--- config.mk ---
export PLATFORM = sky130hd
export DESIGN_NAME = traffic_phase_ctrl
export DESIGN_NICKNAME = d
export VERILOG_FILES = /design/src/rtl/traffic_pkg.sv /design/src/rtl/phase_timer.sv /design/src/rtl/traffic_phase_ctrl.sv
export SDC_FILE = /design/constraint.sdc
export NUM_CORES = 1
export LEC_CHECK = 0
export BUFFER_PORTS_ARGS = -buffer_cell sky130_fd_sc_hd__buf_2
export CAP_MARGIN = 20
export CORE_ASPECT_RATIO = 0.9
export CORE_MARGIN = 2
export CORE_UTILIZATION = 45
export CTS_CLUSTER_SIZE = 10
export DETAILED_ROUTE_END_ITERATION = 10
export PLACE_DENSITY = 0.73
export SYNTH_ARGS = -nofsm -noshare
export SYNTH_HDL_FRONTEND = slang
export SYNTH_SLANG_ARGS = --single-unit
--- constraint.sdc ---
create_clock -name clk -period 1.7 [get_ports clk]
set_input_delay 0.425 -clock clk [delete_from_list [all_inputs] [get_ports clk]]
set_output_delay 0.425 -clock clk [all_outputs]
set_load 0.03 [all_outputs]
--- src/rtl/traffic_pkg.sv ---
// Shared types and constants for the traffic phase sequencer.
// Optional feature macro: TRAFFIC_NIGHT_FLASH_EN adds the FLASH phase.
package traffic_pkg;

  typedef enum logic [2:0] {
    RED_NS    = 3'd0,
    NS_GREEN  = 3'd1,
    NS_YELLOW = 3'd2,
    RED_EW    = 3'd3,
    EW_GREEN  = 3'd4,
    EW_YELLOW = 3'd5
`ifdef TRAFFIC_NIGHT_FLASH_EN
    ,
    FLASH     = 3'd6
`endif
  } phase_e;

  typedef logic [2:0] light_t;

  localparam light_t LIGHT_RED    = 3'b100;
  localparam light_t LIGHT_YELLOW = 3'b010;
  localparam light_t LIGHT_GREEN  = 3'b001;
  localparam light_t LIGHT_OFF    = 3'b000;

  // Fixed phase ring; anything outside the ring restarts at RED_NS.
  function automatic phase_e next_phase(input phase_e p);
    case (p)
      RED_NS:    return NS_GREEN;
      NS_GREEN:  return NS_YELLOW;
      NS_YELLOW: return RED_EW;
      RED_EW:    return EW_GREEN;
      EW_GREEN:  return EW_YELLOW;
      default:   return RED_NS;
    endcase
  endfunction

endpackage

--- src/rtl/phase_timer.sv ---
// Loadable down-counter holding the seconds remaining in the current phase (minus one).
module phase_timer #(
  parameter int           W       = 2,
  parameter logic [W-1:0] RST_VAL = '0
) (
  input  logic         clk,
  input  logic         rst_n,
  input  logic         load,
  input  logic [W-1:0] load_val,
  input  logic         dec,
  output logic [W-1:0] rem,
  output logic         zero
);

  // Load has priority over decrement; the count only moves on a qualified tick.
  always_ff @(posedge clk or negedge rst_n) begin
    // NOTE: sequential state uses non-blocking assignments so every flop samples pre-edge values.
    if (!rst_n)    rem <= RST_VAL;
    else if (load) rem <= load_val;
    else if (dec)  rem <= rem - W'(1);
  end

  assign zero = (rem == '0);

endmodule

--- src/rtl/traffic_phase_ctrl.sv ---
// Two-road phase sequencer: steps the NS/EW light heads through the fixed phase ring
// on each gated 1 s tick and exports the seconds left for the countdown display.
// Optional feature macro: TRAFFIC_NIGHT_FLASH_EN (night_mode input, flashing-yellow FLASH phase).
module traffic_phase_ctrl
  import traffic_pkg::*;
#(
  parameter  int pGREEN_SEC   = 25,
  parameter  int pYELLOW_SEC  = 3,
  parameter  int pALL_RED_SEC = 2,
  localparam int pMAX_SEC     = (pGREEN_SEC > pYELLOW_SEC)
                                ? ((pGREEN_SEC  > pALL_RED_SEC) ? pGREEN_SEC  : pALL_RED_SEC)
                                : ((pYELLOW_SEC > pALL_RED_SEC) ? pYELLOW_SEC : pALL_RED_SEC),
  localparam int W            = $clog2(pMAX_SEC + 1)
) (
  input  logic         clk,
  input  logic         rst_n,
  input  logic         run,
  input  logic         sec_tick,
  input  logic         sec_pre,
`ifdef TRAFFIC_NIGHT_FLASH_EN
  input  logic         night_mode,
`endif
  output logic         cnt_en,
  output light_t       ns_light,
  output light_t       ew_light,
  output logic [W-1:0] sec_left,
  output logic         phase_end
);

  if ((pGREEN_SEC < 1) || (pYELLOW_SEC < 1) || (pALL_RED_SEC < 1)) begin : g_bad_duration
    $error("traffic_phase_ctrl: every phase duration must be at least 1 second");
  end

  phase_e       state, state_nxt;
  logic         load, dec, zero;
  logic [W-1:0] load_val, rem;
`ifdef TRAFFIC_NIGHT_FLASH_EN
  logic         flash_on, flash_on_nxt;
`endif

  // Counter load value for a phase: its duration minus the second already being shown.
  function automatic logic [W-1:0] dur_m1(input phase_e p);
    case (p)
      NS_GREEN, EW_GREEN:   return W'(pGREEN_SEC - 1);
      NS_YELLOW, EW_YELLOW: return W'(pYELLOW_SEC - 1);
      default:              return W'(pALL_RED_SEC - 1);
    endcase
  endfunction

  phase_timer #(
    .W       (W),
    .RST_VAL (W'(pALL_RED_SEC - 1))
  ) u_timer (
    .clk      (clk),
    .rst_n    (rst_n),
    .load     (load),
    .load_val (load_val),
    .dec      (dec),
    .rem      (rem),
    .zero     (zero)
  );

  // Phase register (and flash half-second tracker when night flashing is built in).
  always_ff @(posedge clk or negedge rst_n) begin
    if (!rst_n) begin
      state <= RED_NS;
`ifdef TRAFFIC_NIGHT_FLASH_EN
      flash_on <= 1'b0;
`endif
    end else begin
      state <= state_nxt;
`ifdef TRAFFIC_NIGHT_FLASH_EN
      flash_on <= flash_on_nxt;
`endif
    end
  end

  // Next phase and counter control; only a tick while running moves anything.
  always_comb begin
    // NOTE: every output of this block gets a default first so no path infers a latch.
    state_nxt = state;
    load      = 1'b0;
    load_val  = '0;
    dec       = 1'b0;
`ifdef TRAFFIC_NIGHT_FLASH_EN
    flash_on_nxt = flash_on;
`endif
    if (sec_tick && run) begin
`ifdef TRAFFIC_NIGHT_FLASH_EN
      if (night_mode) begin
        state_nxt    = FLASH;
        load         = 1'b1;
        flash_on_nxt = (state == FLASH) ? !flash_on : 1'b1;
      end else if (state == FLASH) begin
        state_nxt = RED_NS;
        load      = 1'b1;
        load_val  = dur_m1(RED_NS);
      end else
`endif
      if (zero) begin
        state_nxt = next_phase(state);
        load      = 1'b1;
        load_val  = dur_m1(next_phase(state));
      end else begin
        dec = 1'b1;
      end
    end
  end

  // Moore light decode: the road without right of way is always red.
  always_comb begin
    ns_light = LIGHT_RED;
    ew_light = LIGHT_RED;
    case (state)
      NS_GREEN:  ns_light = LIGHT_GREEN;
      NS_YELLOW: ns_light = LIGHT_YELLOW;
      EW_GREEN:  ew_light = LIGHT_GREEN;
      EW_YELLOW: ew_light = LIGHT_YELLOW;
`ifdef TRAFFIC_NIGHT_FLASH_EN
      FLASH: begin
        ns_light = flash_on ? LIGHT_YELLOW : LIGHT_OFF;
        ew_light = flash_on ? LIGHT_YELLOW : LIGHT_OFF;
      end
`endif
      default: ;
    endcase
  end

  // Display and handshake outputs; rem never exceeds pMAX_SEC-1 so rem+1 fits in W bits.
  always_comb begin
    cnt_en    = run;
    sec_left  = rem + W'(1);
    phase_end = run & sec_pre & zero;
`ifdef TRAFFIC_NIGHT_FLASH_EN
    if (state == FLASH) begin
      sec_left  = '0;
      phase_end = 1'b0;
    end
`endif
  end

endmodule

# Word-level counts from Yosys, hierarchy flattened
# Index checks and enable logic that the tools add are counted.
# W data, S select, Z words.
totals:
  regBits: 8
  in_bits: 5
  out_inout_bits: 13
  wordCells: 36
op_classes:
  add_sub_neg: 2
  n_eq_ne: 9
  mux: 14
  bitwise_logic: 2
  n_reduce_logical: 7
op_table:
  columns: ["operator", "count"]
  rows:
  - ["$mux W5", 4]
  - ["$pmux W3 S5", 1]
  - ["$eq A3 B3 Y1 const B", 4]
  - ["$pmux W3 S2", 2]
  - ["$pmux W5 S2", 1]
  - ["$eq A3 B2 Y1 const B", 3]
  - ["$eq A3 B1 Y1 const B", 2]
  - ["$mux W3", 2]
  - ["$add A5 B1 Y5 const B", 1]
  - ["$logic_not A5 Y1", 1]
  - ["$sub A5 B1 Y5 const B", 1]
  - ["$mux W1", 4]
  - ["$reduce_or A2 Y1", 2]
  - ["$logic_not A3 Y1", 1]
  - ["$and A1 B1 Y1", 2]
  - ["$reduce_and A2 Y1", 1]
  - ["$reduce_bool A2 Y1", 1]
  - ["$logic_and A1 B1 Y1", 1]

# Logic depth before layout (Yosys ltp)
# Gate-level depths: netlist (run 1).
depth:
  ltp_word: 10
  ltp_mapped: 5
  mapped_depth_nobuf: 5

# Modules after synthesis
# Synthesis (run 1) repeated with hierarchy kept, for this count alone.
hier_totals:
  hier_cells: 67
  area_unflattened_um2: 620.6
by_module_without_submodules:
  columns: ["mod", "instances", "cells_each", "area_each_um2", "seq_area_each_um2"]
  rows:
  - ["traffic_phase_ctrl", 1, 39, 331.6, 75.1]
  - ["phase_timer", 1, 28, 289.0, 126.4]

# Worst setup path before layout (run 1)
# Ideal clock, no wire load.
synth_timing:
  kind: "reg-to-output"
  start: "reg state[0]"
  end: "out ns_light[2]"
  arrival_ps: 1729
  required_time_ps: 1275
  slack_ps: -454
  stages_incl_launch_ff: 4
  n_path_buf: 1
  cell_sequence: "dfrtp_1 -> clkbuf_8 -> nor3b_1 -> nor2_1"
synth_via:
  elab_chain_len: 2
  word_cells_on_any_way: 3
  classes_between: "eq/ne: 2; mux: 1"
synth_rtl:
  columns: ["element", "line", "source"]
  rows:
  - ["start, declared", "traffic_phase_ctrl.sv:34", "phase_e state, state_nxt;"]
  - ["start signal, assigned", "traffic_phase_ctrl.sv:71", "state <= state_nxt;"]
  - ["$eq A3 B2 Y1 or $eq A3 B1 Y1 (tied branches)", "traffic_phase_ctrl.sv:114", "case (state)"]
  - ["$pmux W3 S2 (*)", "traffic_phase_ctrl.sv:114", null]
  - ["end, declared", "traffic_phase_ctrl.sv:24", "output light_t ns_light,"]
# Mark *: on every way between the ends. The rest lies on a longest branch, timed or not.

# Worst setup path after layout (run 1)
layout_timing:
  start: "reg u_timer.rem[0]"
  end: "out sec_left[4]"
layout_via:
  elab_chain_len: 1
layout_rtl:
  columns: ["element", "line", "source"]
  rows:
  - ["start, declared", "phase_timer.sv:11", "output logic [W-1:0] rem,"]
  - ["start signal, assigned", "phase_timer.sv:19", "else if (load) rem <= load_val;"]
  - ["start signal, assigned", "phase_timer.sv:20", "else if (dec) rem <= rem - W'(1);"]
  - ["$add A5 B1 Y5", "traffic_phase_ctrl.sv:132", "sec_left = rem + W'(1);"]
  - ["end, declared", "traffic_phase_ctrl.sv:26", "output logic [W-1:0] sec_left,"]
# No other way between the ends.

==> flow_summary.yaml, run 1 <==
run_status:
  status: "finished, violations left"
  violations: "setup timing"
clock_tree:
  h-tree-depth: 1
  clock-sinks: 8
  cts_max_path_buffers: 2
  holdBufCountCts: 0
  root_buffer: "clkbuf_4"
  cts_buffers: 3
  clkSlewWorstSetupHoldPaths_ps: 60
  insertion_delay_ps: 250
  cts_tree: "done"
floorplanning:
  dieArea_mm2: 0.001763
  pin_count: 18
  start_util_pct: 50.29
  die_x_um: 44.04
  die_h_um: 40.04
  num_rows: 12
  coreArea_mm2: 0.001291
synth:
  netlist_instances: 64
  synthMuxAreaShare_pct: 7.322
  synth_compound_area_share_pct: 11.95
  ys_ff_latch: 8
  synthArstFlopShare_pct: 100.0
  ys.flop_type: "dfrtp_1"
  synth_top_cell_area_share_pct: 26.97
  yosysUniqueCellTypes: 33
  synth-simple-area-share_pct: 26.78
  syn-num-nets: 71
  ys_top_cells_by_area: "dfrtp_1 (27%), buf_6 (5.2%), clkbuf_8 (4.2%), dfstp_2 (4.0%), xnor2_1 (4.0%)"
  synth_edf_count: 0
  synthAdderAreaFrac_pct: 3.854
  ys_seq_area_share_pct: 31.02
  synth_area_um2: 649.4
  ys.warnings.count: 0
  yosysTopAreaCell: "dfrtp_1"
  synth_top_family_by_area: "simple AND/OR/NAND/NOR gates"
  synth.most_common_cell: "dfrtp_1"
  synthTopCellsByCount: "dfrtp_1 (7), nor2_1 (5), nand3_1 (4), nor3_1 (4)"
  synth-xor-area-share_pct: 6.744
  syn_area_per_cell_um2: 10.15
power_and_ir_drop:
  total_power_mw: 1.871
  leakage_nw: 0.4151
  powerDensity_mw_per_mm2: 2057
  ir_drop_mv: 1.574
worst_setup_path:
  rr_endpoint: "state[1]"
  cp_max_fo: 3
  setup.worst_path.end_class: "output pin"
  start_kind: "flop"
  r2r-start: "u_timer.rem[0]"
  r2r_slack_ps: 10
  r2r.worst_path.cells: 6
  cp.required_ps: 1270
  cp.arrival_ps: 1520
  worstSetupPathType: "flop to output pin"
timing:
  max_freq_mhz: 514.4
  fin_skew_ps: 1.596
  hold_violations: 0
  setup_tns_ps: -862.1
  finalSetupViolCount: 5
  rsz0062_at_grt: "yes"
  worst_slew_pin_slew_ps: 288.5
  min_period_ps: 1944
  fin_crit_sh_pct: 114.3
  setup_ws_ps: -243.8
  hold_ws_ps: 2.916
  maxSlewHeadroom_pct: 80.62
  slew_violations: 0
route:
  drt-met1-wl_um: 709
  remaining_drc_errors: 0
  dr.pass1.iters: 4
  vias: 576
  wirelength_mm: 1.626
  drtIter0Drc: 14
  wl_per_cell_um: 15.34
  viasPerCell: 5.434
  wl_met2_um: 825
  wl_met3_um: 81
  ant_nets: 0
  highest_layer: "met4"
place:
  portBuffers: 17
  gp_congestion: 0.7625
  post-place-ws_ps: -30.29
  placed_cells: 97
  hpwl_mm: 1.060
finish:
  n_fill_cell: 92
  multi_input_area_um2: 431.7
  syn_to_final_growth_pct: 40.08
  nets: 100
  antenna_cells: 0
  drive_gt1_share_pct: 58.70
  final_cells: 106
  seqCellArea_um2: 202.7
run:
  max_cap_violations: 0
global_routing:
  grt_max_degree: 11
  grt_pass1_vias: 551
  overflow: 0
  grt_pass1_wl_mm: 2.546
  track_usage_pct: 20.93
  grt_antenna_before_repair: 0
hold_path:
  hp-class: "input port to async pin"
[state kept, by name, summed over array words and instances (netlist names)]
register     flops
u_timer.rem      5
state            3
[per-stage QoR]
step           cell area (um^2)  utilization [%]
2_1_floorplan             693.2                -
3_3_place_gp              787.0            60.95
3_5_place_dp              787.0            60.95
4_1_cts                   878.3            68.02
5_1_grt                   909.6            70.45
6_report                  909.6            70.45
[timing repair]
item / in CTS / in global routing
resized for setup: 12 / 5
pin swaps: 1 / 2
buffers inserted: 3 / 3
endpoints found under the setup margin: 11 / 11
hold endpoints to repair: 0 / 0
[metal layers]
metal	GRT usage, %	vias to the layer above
met3	6.757	2
li1	-	282
met1	25.61	277
met5	0	-
met2	35.29	15
met4	6.818	0
[worst max path at each step]
stage / slack [ps] / to / cells past startpoint / startpoint
floorplan: -120 / phase_end / 4 / u_timer.rem[0]
global placement: 2 / phase_end / 5 / u_timer.rem[0]
detailed placement: -30 / phase_end / 5 / u_timer.rem[0]
CTS: -240 / phase_end / 5 / u_timer.rem[0]
global route: -290 / phase_end / 5 / u_timer.rem[0]
finish: -240 / sec_left[4] / 5 / u_timer.rem[0]
[cells by family (layout without fill, tap and decap cells)]
logic type | Yosys count | in the layout
buffers and inverters | 9 | 37
AND/OR/NAND/NOR | 26 | 26
XOR/XNOR | 5 | 5
flip-flops | 8 | 8
AO/OA/AOI/OAI | 10 | 10
multiplexers | 4 | 4
adder cells (fa/ha/maj) | 2 | 2
[critical path: stages, from the launching register on]
cell and delay [ps]:
dfstp_2 560, buf_4 130, ha_4 140, nand3_2 90, xnor2_2 180, buf_6 160
[where the power goes]
group          total [mW]  internal [mW]  leakage [nW]  switching, mW
sequential          0.425          0.279        0.0914          0.146
clock               0.159         0.0901        0.0150         0.0686
combinational        1.29          0.620         0.309          0.667
[layout make-up]
cell class / count / area share, %
timing repair buffer: 30 / 23.80
sequential: 8 / 22.28
inverter: 3 / 1.651
multi-input combinational: 47 / 47.46
tap: 14 / 1.926
clock buffer: 4 / 2.889
[cells in the final DEF, fill, tap and decap left out, types with 3 or more instances in the layout]
cell type  instances
buf_4             14
clkbuf_4           3
dfrtp_1            6
nand3_1            3
nor3_1             4
buf_6              5
buf_2             11
o21ai_1            3
nor2_1             3
Power figures use the tool's default switching activity.
==> run 2: changes to the inputs <==
--- a/config.mk
+++ b/config.mk
@@ -12,7 +12,7 @@
 export CORE_UTILIZATION = 45
 export CTS_CLUSTER_SIZE = 10
 export DETAILED_ROUTE_END_ITERATION = 10
-export PLACE_DENSITY = 0.73
+export PLACE_DENSITY = 0.75
 export SYNTH_ARGS = -nofsm -noshare
 export SYNTH_HDL_FRONTEND = slang
 export SYNTH_SLANG_ARGS = --single-unit
==> flow_summary.yaml, run 2 (synthesis gave the netlist of run 1 again) <==
run_status:
  status: "finished, violations left"
  violations: "setup timing"
route:
  wl_per_cell_um: 16.83
  viasPerCell: 5.505
  ant_nets: 0
  remaining_drc_errors: 0
  dr.pass1.iters: 4
  drtIter0Drc: 17
  wirelength_mm: 1.835
  vias: 600
floorplanning:
  dieArea_mm2: 0.001763
  num_rows: 12
  die_x_um: 44.04
  die_h_um: 40.04
  pin_count: 18
  coreArea_mm2: 0.001291
  start_util_pct: 50.29
worst_setup_path:
  r2r.worst_path.cells: 6
  worstPathCellList: "clkinvlp_4 > ha_4 > nor4b_4 > and3_4 > buf_6"
  max_stage_delay_ps: 580
  cp.required_ps: 1270
  worstSetupPathType: "flop to output pin"
  rr_endpoint: "u_timer.rem[3]"
  r2r-start: "u_timer.rem[0]"
  cp.arrival_ps: 1560
  start_kind: "flop"
  r2r_slack_ps: 20
  critPathSlowestCell: "dfstp_2"
  setup.worst_path.end_class: "output pin"
  cp_max_fo: 2
finish:
  antenna_cells: 0
  largest_reg_flops: 5
  final_area_um2: 977.2
  drive_gt1_share_pct: 65.26
  top_register: "u_timer.rem"
  mostFrequentLayoutCell: "buf_4"
  syn_to_final_growth_pct: 50.48
  final_cells: 109
  top_regs: "u_timer.rem: 5 flops, state: 3 flops"
  layout_common_cells: "buf_4 (15), buf_2 (11), dfrtp_1 (6)"
  nets: 103
  fin_util_pct: 75.68
timing:
  max_freq_mhz: 503.7
  maxSlewHeadroom_pct: 77.29
  setup_tns_ps: -1083
  slew_violations: 0
  rsz0062_at_grt: "yes"
  min_period_ps: 1985
  hold_violations: 0
  fin_crit_sh_pct: 116.8
  fin_skew_ps: 1.724
  worst_slew_pin_slew_ps: 340.7
  setup_ws_ps: -285.2
  finalSetupViolCount: 6
global_routing:
  grt_antenna_before_repair: 0
  grt_pass1_wl_mm: 2.656
  grt_max_degree: 11
  grt_pass1_vias: 571
  track_usage_pct: 22.36
  overflow: 0
power_and_ir_drop:
  p_clk_share_pct: 8.4
  power.switching_uw: 932.5
  power_frac_seq_pct: 22.7
  combinationalPowerShare_pct: 68.9
  leakage_nw: 0.4345
  swShare_pct: 47.47
  powerDensity_mw_per_mm2: 2010
  intPower_mw: 1.032
  ir_drop_mv: 1.252
run:
  max_cap_violations: 0
clock_tree:
  cts_max_path_buffers: 2
  cts_tree: "done"
  h-tree-depth: 1
  insertion_delay_ps: 260
  clock-sinks: 8
  clkSlewWorstSetupHoldPaths_ps: 60
  root_buffer: "clkbuf_4"
  cts_buffers: 3
place:
  gp_congestion: 0.8122
  placed_cells: 96
  portBuffers: 17
  place_area_um2: 779.5
  hpwl_mm: 1.049
hold_path:
  hp-class: "input port to async pin"
## run 2: repair_timing
action | CTS | global route
pin swaps | 2 | 4
buffers inserted | 6 | 3
gates resized for setup | 13 | 10
endpoints found under the hold margin | 7 | 0
hold buffers | 1 | 0
endpoints found under the setup margin | 13 | 15
## run 2: cell type report
| cell class | instances | area (um^2) |
|---|---|---|
| clock buffers | 4 | 26.28 |
| fillers | 76 | 314.1 |
| inverters | 3 | 15.01 |
| multi-input cells | 47 | 461.7 |
| flip-flops and latches | 8 | 202.7 |
| well taps | 14 | 17.52 |
| repair buffers | 33 | 254.0 |
## run 2: routing by layer
metal	up-vias	part of all wire (%)	global-route usage [%]
li1	287	-	-
met1	290	43	25.27
met2	21	51	38.97
met3	2	5.4	6.757
met4	0	0.44	11.36
met5	-	0	0
## run 2: stage by stage
step	total power, mW	setup WS (ps)	hold WS, ps
finish	1.964	-285.2	540.6
CTS	1.821	-289.1	513.4
detailed placement	1.439	-41.74	282.4
floorplan	1.260	-117.1	129.4
global placement	1.412	-0.2504	280.4
global route	2.065	-320.8	550.7
## run 2: how the worst max path moves through the flow
stage | end | slack (ps) | startpoint | cells after the start
after floorplan | phase_end | -120 | u_timer.rem[0] | 4
after global placement | phase_end | -0.3 | u_timer.rem[0] | 5
after detailed placement | phase_end | -40 | u_timer.rem[0] | 5
after CTS | phase_end | -290 | u_timer.rem[0] | 5
after global routing | phase_end | -320 | u_timer.rem[0] | 5
final | phase_end | -290 | u_timer.rem[0] | 5
## run 2: worst max-delay path, delay by kind of cell (launching register included)
| family | cells | cell delay (ps) |
|---|---|---|
| flip-flops | 1 | 580 |
| buffers and inverters | 2 | 260 |
| adder cells (fa/ha/maj) | 1 | 170 |
| AND/OR/NAND/NOR | 2 | 280 |
## run 2: power groups by stage
| stage | clock network (mW) | registers (mW) | logic, mW |
|---|---|---|---|
| after floorplan | 0 | 0.343 | 0.917 |
| after global placement | 0 | 0.423 | 0.989 |
| after detailed placement | 0 | 0.428 | 1.01 |
| after CTS | 0.174 | 0.428 | 1.22 |
| after global routing | 0.183 | 0.452 | 1.43 |
| final | 0.166 | 0.445 | 1.35 |
==> run 3: changes to the inputs <==
--- a/config.mk
+++ b/config.mk
@@ -7,7 +7,6 @@
 export LEC_CHECK = 0
 export BUFFER_PORTS_ARGS = -buffer_cell sky130_fd_sc_hd__buf_2
 export CAP_MARGIN = 20
-export CORE_ASPECT_RATIO = 0.9
 export CORE_MARGIN = 2
 export CORE_UTILIZATION = 45
 export CTS_CLUSTER_SIZE = 10
==> flow_summary.yaml, run 3 (synthesis gave the netlist of run 1 again) <==
run_status:
  status: "finished, violations left"
  violations: "hold timing, setup timing"
route:
  vias: 578
  remaining_drc_errors: 0
  dr.pass1.iters: 4
  wirelength_mm: 1.585
  ant_nets: 0
  wl_per_cell_um: 14.41
  drtIter0Drc: 18
  viasPerCell: 5.255
timing:
  fin_crit_sh_pct: 115.6
  max_freq_mhz: 508.6
  finalSetupViolCount: 6
  rsz0062_at_grt: "yes"
  setup_ws_ps: -266.0
  fin_skew_ps: 2.398
  hold_violations: 4
  worst_slew_pin_slew_ps: 273.5
  slew_violations: 0
  hold_ws_ps: -1.864
  maxSlewHeadroom_pct: 81.63
  min_period_ps: 1966
global_routing:
  grt_max_degree: 11
  grt_pass1_wl_mm: 2.484
  grt_antenna_before_repair: 0
  overflow: 0
  track_usage_pct: 18.90
  grt_pass1_vias: 536
power_and_ir_drop:
  combinationalPowerShare_pct: 68.2
  power_frac_seq_pct: 23.0
  leakage_nw: 0.4267
  p_clk_share_pct: 8.8
  power.switching_uw: 874.9
  swShare_pct: 46.18
  intPower_mw: 1.020
  ir_drop_mv: 1.148
  powerDensity_mw_per_mm2: 2016
floorplanning:
  start_util_pct: 49.29
  die_x_um: 41.99
  die_h_um: 41.99
  pin_count: 18
  num_rows: 13
  dieArea_mm2: 0.001763
  coreArea_mm2: 0.001318
finish:
  top_regs: "u_timer.rem: 5 flops, state: 3 flops"
  top_register: "u_timer.rem"
  antenna_cells: 0
  layout_common_cells: "buf_4 (17), buf_2 (11), buf_6 (5), dfrtp_1 (5), nor3_1 (4)"
  mostFrequentLayoutCell: "buf_4"
  largest_reg_flops: 5
  n_fill_cell: 102
  drive_gt1_share_pct: 63.16
  nets: 103
  syn_to_final_growth_pct: 44.70
worst_setup_path:
  setup.worst_path.end_class: "output pin"
  cp-endpoint: "phase_end"
  crit_start: "u_timer.rem[0]"
  r2r_slack_ps: 60
  cp_max_fo: 3
  r2r-start: "u_timer.rem[0]"
  r2r.worst_path.cells: 6
  cp.arrival_ps: 1540
  cp.required_ps: 1270
  start_kind: "flop"
  rr_endpoint: "state[1]"
  worstSetupPathType: "flop to output pin"
clock_tree:
  insertion_delay_ps: 260
  clock-sinks: 8
  holdBufCountCts: 0
  root_buffer: "clkbuf_4"
  clkSlewWorstSetupHoldPaths_ps: 60
  cts_max_path_buffers: 2
  cts_tree: "done"
  h-tree-depth: 1
  cts_buffers: 3
place:
  post-place-ws_ps: -19.79
  gp_congestion: 0.7539
  portBuffers: 17
  hpwl_mm: 1.073
run:
  max_cap_violations: 0
hold_path:
  hp-class: "input port to async pin"
run 3: worst min-delay path by stage:
stage / start / endpoint
global route: rst_n / u_timer.rem[1]
finish: rst_n / state[1]
global placement: rst_n / state[1]
CTS: rst_n / state[1]
detailed placement: rst_n / state[1]
floorplan: rst_n / state[0]
run 3: what timing repair did:
action	4_1_cts	5_1_grt
setup buffers	2	6
resized for setup	11	8
pin swaps	0	3
endpoints found under the setup margin	11	13
run 3: critical path, cell delays in order (launching register included):
cell	delay, ps
dfstp_2	560
clkinvlp_4	120
ha_4	180
nor4b_4	130
and3_4	160
buf_6	130
run 3: stage by stage:
step                instances  cell area, um^2  power [mW]  utilization [%]  TNS, ps
CTS                       104            857.1       1.736            65.05   -926.4
global route              110            939.7       2.020            71.32    -1474
floorplan                  64            693.2       1.260                -   -152.9
detailed placement         98            788.3       1.442            59.83   -30.66
global placement           98            788.3       1.422            59.83        0
finish                    110            939.7       1.894            71.32    -1151
run 3: area by class of cell:
class	count	area [um^2]	share of cell area (%)
inverters	3	15.01	1.598
repair buffers	33	239.0	25.43
well taps	15	18.77	1.997
clock buffers	4	26.28	2.796
flip-flops and latches	8	203.9	21.70
multi-input cells	47	436.7	46.47
run 3: routing by layer:
layer	GRT usage, %	vias up	wire length (um)
li1	-	290	-
met1	23.80	270	679
met2	31.25	16	842
met3	1.293	2	44
met4	11.61	0	19
met5	0	-	0
run 3: power by group through the flow:
stage / clock [mW] / sequential [mW] / combinational [mW]
final: 0.167 / 0.436 / 1.29
after global routing: 0.179 / 0.455 / 1.39
after CTS: 0.171 / 0.438 / 1.13
after detailed placement: 0 / 0.437 / 1.01
after global placement: 0 / 0.433 / 0.989
after floorplan: 0 / 0.343 / 0.917
